<file path="src/rtl/axi_rd_arbiter_pkg.sv">
// Shared definitions for the AXI read-side arbiter and its helper blocks.
// Also intended for the write-side arbiter.
package axi_rd_arbiter_pkg;

  typedef enum logic [1:0] {
    IDLE = 2'd0,
    ADDR = 2'd1,
    DATA = 2'd2
  } arb_state_e;

  localparam logic MST_IM = 1'b0;   // instruction fetch master
  localparam logic MST_DM = 1'b1;   // data access master

  localparam logic [1:0] AXI_RESP_OKAY = 2'b00;

  localparam int MST_ID_W = 4;
  localparam int ID_PFX_W = 4;
  localparam int SLV_ID_W = MST_ID_W + ID_PFX_W;

endpackage

</file>
<file path="src/rtl/axi_rd_arbiter_rr_arbiter2.sv">
// Two-requester round-robin pick. Purely combinational; the caller owns the
// last_grant register.
module rr_arbiter2
  import axi_rd_arbiter_pkg::*;
(
  input  logic [1:0] req,
  input  logic       last_grant,
  output logic       grant,
  output logic       grant_valid
);

  always_comb begin
    grant_valid = |req;
    grant       = (req == 2'b11) ? ~last_grant : req[MST_DM];
  end

endmodule

</file>
<file path="src/rtl/axi_rd_arbiter.sv">
// Two-master to one-slave AXI read arbiter. One transaction is in flight at a
// time; the grant is held from AR acceptance until the RLAST beat completes.
//
// state | meaning
// IDLE  | no grant held
// ADDR  | granted AR being forwarded to the slave
// DATA  | R burst in flight, routed to the granted master
module axi_rd_arbiter
  import axi_rd_arbiter_pkg::*;
#(
  parameter int ID_W   = MST_ID_W,
  parameter int ADDR_W = 32,
  parameter int DATA_W = 32,
  parameter int LEN_W  = 4
) (
  input  logic                     ACLK,
  input  logic                     ARESETn,

  input  logic [ID_W-1:0]          M0_ARID,
  input  logic [ADDR_W-1:0]        M0_ARADDR,
  input  logic [LEN_W-1:0]         M0_ARLEN,
  input  logic [2:0]               M0_ARSIZE,
  input  logic [1:0]               M0_ARBURST,
  input  logic                     M0_ARVALID,
  output logic                     M0_ARREADY,
  output logic [ID_W-1:0]          M0_RID,
  output logic [DATA_W-1:0]        M0_RDATA,
  output logic [1:0]               M0_RRESP,
  output logic                     M0_RLAST,
  output logic                     M0_RVALID,
  input  logic                     M0_RREADY,

  input  logic [ID_W-1:0]          M1_ARID,
  input  logic [ADDR_W-1:0]        M1_ARADDR,
  input  logic [LEN_W-1:0]         M1_ARLEN,
  input  logic [2:0]               M1_ARSIZE,
  input  logic [1:0]               M1_ARBURST,
  input  logic                     M1_ARVALID,
  output logic                     M1_ARREADY,
  output logic [ID_W-1:0]          M1_RID,
  output logic [DATA_W-1:0]        M1_RDATA,
  output logic [1:0]               M1_RRESP,
  output logic                     M1_RLAST,
  output logic                     M1_RVALID,
  input  logic                     M1_RREADY,

  output logic [ID_W+ID_PFX_W-1:0] S_ARID,
  output logic [ADDR_W-1:0]        S_ARADDR,
  output logic [LEN_W-1:0]         S_ARLEN,
  output logic [2:0]               S_ARSIZE,
  output logic [1:0]               S_ARBURST,
  output logic                     S_ARVALID,
  input  logic                     S_ARREADY,
  input  logic [ID_W+ID_PFX_W-1:0] S_RID,
  input  logic [DATA_W-1:0]        S_RDATA,
  input  logic [1:0]               S_RRESP,
  input  logic                     S_RLAST,
  input  logic                     S_RVALID,
  output logic                     S_RREADY,

  output logic                     busy
);

  arb_state_e state_q, state_d;
  logic       grant_q, grant_d;
  logic       last_grant_q, last_grant_d;
  logic       arb_grant, arb_valid;
  logic       unused_rid_hi;

  // Upper S_RID bits carry the master index but routing trusts grant_q only.
  assign unused_rid_hi = ^S_RID[ID_W+ID_PFX_W-1:ID_W];

  rr_arbiter2 u_rr (
    .req         ({M1_ARVALID, M0_ARVALID}),
    .last_grant  (last_grant_q),
    .grant       (arb_grant),
    .grant_valid (arb_valid)
  );

  always_ff @(posedge ACLK or negedge ARESETn) begin
    if (!ARESETn) begin
      state_q      <= IDLE;
      grant_q      <= MST_IM;
      last_grant_q <= MST_DM;
    end else begin
      state_q      <= state_d;
      grant_q      <= grant_d;
      last_grant_q <= last_grant_d;
    end
  end

  always_comb begin
    state_d      = state_q;
    grant_d      = grant_q;
    last_grant_d = last_grant_q;
    busy         = (state_q != IDLE);
    S_ARVALID    = 1'b0;
    S_ARID       = '0;
    S_ARADDR     = '0;
    S_ARLEN      = '0;
    S_ARSIZE     = '0;
    S_ARBURST    = '0;
    S_RREADY     = 1'b0;
    M0_ARREADY   = 1'b0;
    M1_ARREADY   = 1'b0;
    M0_RVALID    = 1'b0;
    M0_RID       = '0;
    M0_RDATA     = '0;
    M0_RRESP     = '0;
    M0_RLAST     = 1'b0;
    M1_RVALID    = 1'b0;
    M1_RID       = '0;
    M1_RDATA     = '0;
    M1_RRESP     = '0;
    M1_RLAST     = 1'b0;

    case (state_q)
      IDLE: begin
        // Registered grant keeps ARVALID off any comb path to S_ARVALID.
        if (arb_valid) begin
          grant_d = arb_grant;
          state_d = ADDR;
        end
      end
      ADDR: begin
        S_ARVALID = 1'b1;
        if (grant_q == MST_DM) begin
          S_ARID     = {ID_PFX_W'(grant_q), M1_ARID};
          S_ARADDR   = M1_ARADDR;
          S_ARLEN    = M1_ARLEN;
          S_ARSIZE   = M1_ARSIZE;
          S_ARBURST  = M1_ARBURST;
          M1_ARREADY = S_ARREADY;
        end else begin
          S_ARID     = {ID_PFX_W'(grant_q), M0_ARID};
          S_ARADDR   = M0_ARADDR;
          S_ARLEN    = M0_ARLEN;
          S_ARSIZE   = M0_ARSIZE;
          S_ARBURST  = M0_ARBURST;
          M0_ARREADY = S_ARREADY;
        end
        if (S_ARREADY) state_d = DATA;
      end
      DATA: begin
        if (grant_q == MST_DM) begin
          S_RREADY  = M1_RREADY;
          M1_RVALID = S_RVALID;
          M1_RID    = S_RID[ID_W-1:0];
          M1_RDATA  = S_RDATA;
          M1_RRESP  = S_RRESP;
          M1_RLAST  = S_RLAST;
        end else begin
          S_RREADY  = M0_RREADY;
          M0_RVALID = S_RVALID;
          M0_RID    = S_RID[ID_W-1:0];
          M0_RDATA  = S_RDATA;
          M0_RRESP  = S_RRESP;
          M0_RLAST  = S_RLAST;
        end
        // Beat count is not tracked; RLAST alone closes the burst.
        if (S_RVALID && S_RREADY && S_RLAST) begin
          state_d      = IDLE;
          last_grant_d = grant_q;
        end
      end
      default: state_d = IDLE;
    endcase
  end

endmodule

</file>
<file path="config.mk">
export PLATFORM = sky130hd
export DESIGN_NAME = axi_rd_arbiter
export DESIGN_NICKNAME = d
export VERILOG_FILES = /design/src/rtl/axi_rd_arbiter_pkg.sv /design/src/rtl/axi_rd_arbiter_rr_arbiter2.sv /design/src/rtl/axi_rd_arbiter.sv
export SDC_FILE = /design/constraint.sdc
export NUM_CORES = 1
export LEC_CHECK = 0
export BUFFER_PORTS_ARGS = -buffer_cell sky130_fd_sc_hd__buf_2
export CAP_MARGIN = 5
export CORE_AREA = 2 2 106 108
export CTS_BUF_LIST = sky130_fd_sc_hd__clkbuf_4 sky130_fd_sc_hd__clkbuf_8
export DETAILED_ROUTE_END_ITERATION = 16
export DIE_AREA = 0 0 108 110
export GPL_TIMING_DRIVEN = 0
export PLACE_DENSITY = 0.53
export SETUP_SLACK_MARGIN = 0.02
export SLEW_MARGIN = 30
export SYNTH_ARGS = -nofsm -noshare
export SYNTH_HDL_FRONTEND = slang
export SYNTH_HIERARCHICAL = 1
export SYNTH_SLANG_ARGS = --single-unit
</file>
<file path="constraint.sdc">
create_clock -name ACLK -period 1.9 [get_ports ACLK]
set_clock_uncertainty 0.15 [all_clocks]
set_input_delay 0.19 -clock ACLK [delete_from_list [all_inputs] [get_ports ACLK]]
set_output_delay 0.19 -clock ACLK [all_outputs]
set_load 0.005 [all_outputs]
</file>
== Word level (Yosys, flattened, before mapping) ==
Index checks and enable logic that the tools add are counted.

* Input bits: 141
* Register bits: 4
* Logic and storage cells: 61
* Output and inout port bits: 134

* Multiplexer cells: 43
* Bitwise gates (word level): 1
* Reduce and logical (&&, ||, !) cells: 8
* Equality and inequality tests: 6

{| class="wikitable"
|+ Operators with widths
! operator !! count
|-
| $mux 32 || 6
|-
| $mux 4 || 6
|-
| $mux 2 || 9
|-
| $mux 1 || 17
|-
| $mux 5 || 2
|-
| $mux 3 || 2
|-
| $ne 2x2->1 const B || 3
|-
| $pmux 2 s3 || 1
|-
| $eq 2x2->1 const B || 2
|-
| $reduce_and 2->1 || 2
|-
| $reduce_and 3->1 || 1
|-
| $eq 2x1->1 const B || 1
|-
| $logic_and 1x1->1 || 2
|-
| $logic_not 2->1 || 1
|-
| $reduce_bool 2->1 || 1
|-
| $reduce_or 2->1 || 1
|-
| $not 1->1 || 1
|}

== Logic depth before layout (Yosys ltp) ==
* Depth after elaboration: 6
* Mapped depth: 5
* Mapped depth without buffers: 3

== Cells and area by module ==
Netlist, hierarchy kept.

{| class="wikitable"
|+ Modules (own cells, without submodules)
! module !! sequential area each (sq um) !! area each (sq um) !! cells each !! instances
|-
| axi_rd_arbiter || 101.3 || 1507.7 || 220 || 1
|-
| rr_arbiter2 || 0.0 || 13.8 || 2 || 1
|}

== Worst setup path after synthesis ==
Ideal clock, no wire load.

* Path kind: register to output
* Start point: register state_q[0]
* End point: output port M0_RDATA[0]
* Path buffers: 1
* Arrival time: 1.042 ns
* Slack: 0.518 ns
* Stages on the path, launching flop included: 5
* Data required time: 1.560 ns
* Path through: dfrtp_1 nand2b_1 nor2_2 buf_2 and2_1

* Cells in the longest elaborated chain, start to end: 2

{| class="wikitable"
|+ Ends and longest elaborated chain
! what !! line !! text
|-
| from (decl) || axi_rd_arbiter.sv:64 || <nowiki>arb_state_e state_q, state_d;</nowiki>
|-
| from (signal assigned) || axi_rd_arbiter.sv:86 || <nowiki>state_q <= state_d;</nowiki>
|-
| $eq 2x2->1 || axi_rd_arbiter.sv:117 || <nowiki>case (state_q)</nowiki>
|-
| $mux 32 || axi_rd_arbiter.sv:117 ||
|-
| to (decl) || axi_rd_arbiter.sv:27 || <nowiki>output logic [DATA_W-1:0] M0_RDATA,</nowiki>
|}

Every way passes these cells.

== Worst setup path after layout ==
* Start point: register state_q[0]
* End point: output port M0_RDATA[9]

The elaborated chain is that of the path after synthesis.

==> flow_results.org <==
** Synth
- After synthesis, the largest area contributor takes up 32.89% of total cell area.
- By count the netlist is led by 80 x and2_1, 50 x nor2_1, 45 x mux2i_1.
- In this run the mean area of a mapped cell was around 7 sq um.
- Yosys mapped the design onto 23 distinct sky130hd cell types.
- Fraction of synthesis flops using an asynchronous set or reset pin :: 100.0%
- In the synthesized netlist, the number of instances is between 200 and 250.
- Register bit total from synthesis :: 4
- Of all cell types, the one taking the most synthesized area is and2_1.
- Number of warnings reported in the yosys synthesis log :: 6
- Top cells by area in the synthesized netlist :: and2_1 33%, mux2i_1 30%, nor2_1 12%
- For this run, the leading register cell type out of synthesis is dfrtp_1.
- Proportion of synthesized chip area in sequential cells :: under 10%
- The mapped netlist covers 1521 sq um.
- In this run, synthesis inferred 0 flip-flops with an integrated enable.
- Yosys instantiated no cell more often than and2_1.

** Final layout
- Finished layout cell area :: about 3200 sq um
- At the end of the flow the core is filled with cells to 29.53%.
- For this run, the post-layout net count is roughly 640.
- 0 antenna diodes ended up in the layout.
- Proportion of layout cells with a drive suffix above 1 :: approximately 61%
- Relative to the synthesized area, the layout overhead comes to 107.6%.
- Post-Layout Cell Count :: approximately 640

** Pwr
- Final Total Pwr :: about 3 mW
- Across the VDD grid, the largest voltage drop is approximately 0.37 mV.
- Leakage power :: between 2 and 2.5 nW
- Power per Cell Area :: 949.3 nW/um^2

** Placement
- Number of instances in the placed design :: ~630
- Post-detailed-placement half-perimeter wirelength :: between 6 and 7 mm
- Quantity of I/O buffers inserted on ports :: ~270
- Summing all placed instances gives a cell area of roughly 3000 sq um.
- The congestion estimate from routability-driven global placement came to between 0.7 and 0.8.

** Route
- Detailed-route DRC error count :: 0
- Post-DR vias/cell :: between 3 and 4
- The pre-antenna-repair detailed-routing pass consisted of 4 iterations.
- The routed layout has 2424 vias.
- Post-detailed-route wirelength per cell :: between 10 and 15 um
- The detailed router finished its first iteration with 39 violations.
- Final routed wirelength across all metal layers :: about 7.4 mm
- The detail route stage leaves a number of antenna-violating nets equal to 0.

** Clocking
- CTS Buffer Depth :: 2
- Clock-pin slew was measured on the worst setup and hold paths at around 40 ps.
- In this run the number of H-tree levels came out at 1.
- CTS saw 4 sinks.
- Root Buffer Master :: clkbuf_8
- Clock insertion delay at the later pin of the skew report :: 220 ps
- TritonCTS built the clock tree.
- Buffers inserted during clock tree synthesis total 3.

** Critical path
- At the worst endpoint, the required time is 1560 ps.
- STA classifies the critical path startpoint as a flip-flop.
- The critical path is of the flip-flop to output pin type.
- Worst-case register-to-register setup slack :: between 400 and 500 ps
- Maximum fanout encountered on the critical timing path :: 10
- At the worst endpoint, the arrival time is ~1500 ps.
- STA classifies the critical path endpoint as an output pin.

** Floorplanning
- From left edge to right edge, the die measures approximately 110 um.
- Die Height :: approximately 110 um
- The die covers between 10000 and 15000 sq um.
- I/O pin count :: 275
- Starting utilization of the core area :: 14.22%
- After floorplanning, the core was divided into 38 placement rows.
- The region available for standard cell placement spans approximately 11000 sq um.

** Global route
- The via count of the first global-routing pass came to slightly above 2000.
- Pin count of the biggest net entering global routing :: 11
- Number of antenna violations at the first check in global routing :: 0
- Across every metal layer, demand over resource in global routing totals 10.56%.
- Global-route wire length before repair :: 10.05 mm
- Overflow left after global routing :: 0

** Hold path
- Worst hold path class :: input pin to flip-flop

** STA
- Setup violations remaining at the end of the flow were counted as 0.
- After routing, the total negative slack on setup checks comes to 0 ps.
- The final count of hold timing violations came to 0.
- Fin. max-slew vios :: 0
- Setup repair after global routing missed its margin :: true
- For the finished layout, the period the worst path requires is 1791 ps.
- Share of the clock period used by the worst path :: 94.25%
- Achievable frequency :: approximately 560 MHz

** Run
- The tool flagged a number of max-cap violations equal to 0.

** Outcome
- Run status :: finished clean
-- state kept, by name (all words and copies together), names as in the netlist --
| name | cells |
|---|---|
| last_grant_q | 1 |
| grant_q | 1 |
| state_q | 2 |
-- worst paths after layout --
path | start | to | cells after the start
worst min-delay path | S_ARREADY | state_q[0] | 4
worst min register to register | state_q[1] | state_q[0] | 1
max in group asynchronous | ARESETn | last_grant_q | 2
min in group asynchronous | ARESETn | state_q[0] | 2
worst max register to register | grant_q | last_grant_q | 4
worst max-delay path | state_q[0] | M0_RDATA[9] | 5
-- layout by cell type (no fill, tap or decap), drive strengths merged, types with 2 or more instances in the layout --
master  instances
and2           80
and3            2
buf           285
clkbuf          7
conb            3
dfrtp           3
inv             3
mux2            2
mux2i          46
nand2           3
nand2b          2
nor2           52
-- metal layers --
| metal | global-route usage, % | part of all wire, % | vias to the layer above |
|---|---|---|---|
| met2 | 21.11 | 52 | 153 |
| met5 | 0 | 0 | - |
| met1 | 12.31 | 38 | 1024 |
| li1 | - | - | 1242 |
| met4 | 1.648 | 0.51 | 0 |
| met3 | 0.9406 | 8.9 | 5 |
-- critical path: stages, from the launching register on --
cell and delay, ps:
dfrtp_2 430, nand2b_4 190, nor2_4 160, buf_4 180
and2_1 150, buf_2 110
-- through the flow --
| step | setup WS (ps) | hold slack (ps) |
|---|---|---|
| 2_1_floorplan | 518.4 | -255.6 |
| 3_3_place_gp | 132.2 | -152.6 |
| 3_5_place_dp | 109.4 | -150.4 |
| 4_1_cts | 0.2400 | 111.9 |
| 5_1_grt | 18.73 | 129.3 |
| 6_report | 109.3 | 113.0 |
-- kinds of logic after synthesis --
| family | count (synthesis) | share of synthesized area [%] |
|---|---|---|
| muxes | 48 | 32.24 |
| and+or+nand+nor | 141 | 49.51 |
| DFF | 4 | 6.661 |
| buffers and inverters | 25 | 10.11 |
| AOI/OAI and AO/OA | 3 | 1.234 |
| other | 1 | 0.2465 |
-- power by group --
part	switching, mW	internal, mW
clock	0.0485	0.158
combinational	1.29	1.32
sequential	0.0446	0.136
-- layout make-up --
cell class,count,area [sq um]
inverter,3,11.26
buffer,21,175.2
multi-input combinational,195,1299
timing repair buffer,268,1346
sequential,4,103.9
fill,1152,7538
clock buffer,4,48.80
tap,140,175.2
-- timing repair --
| item | CTS | global route |
|---|---|---|
| endpoints found under the hold margin | 4 | 0 |
| setup endpoints to repair | 81 | 51 |
| setup buffers | 0 | 0 |
| gates resized for setup | 13 | 9 |
| hold buffers | 1 | 0 |
| pin swaps | 1 | 1 |
No activity file was read; power rests on OpenSTA's default activity.
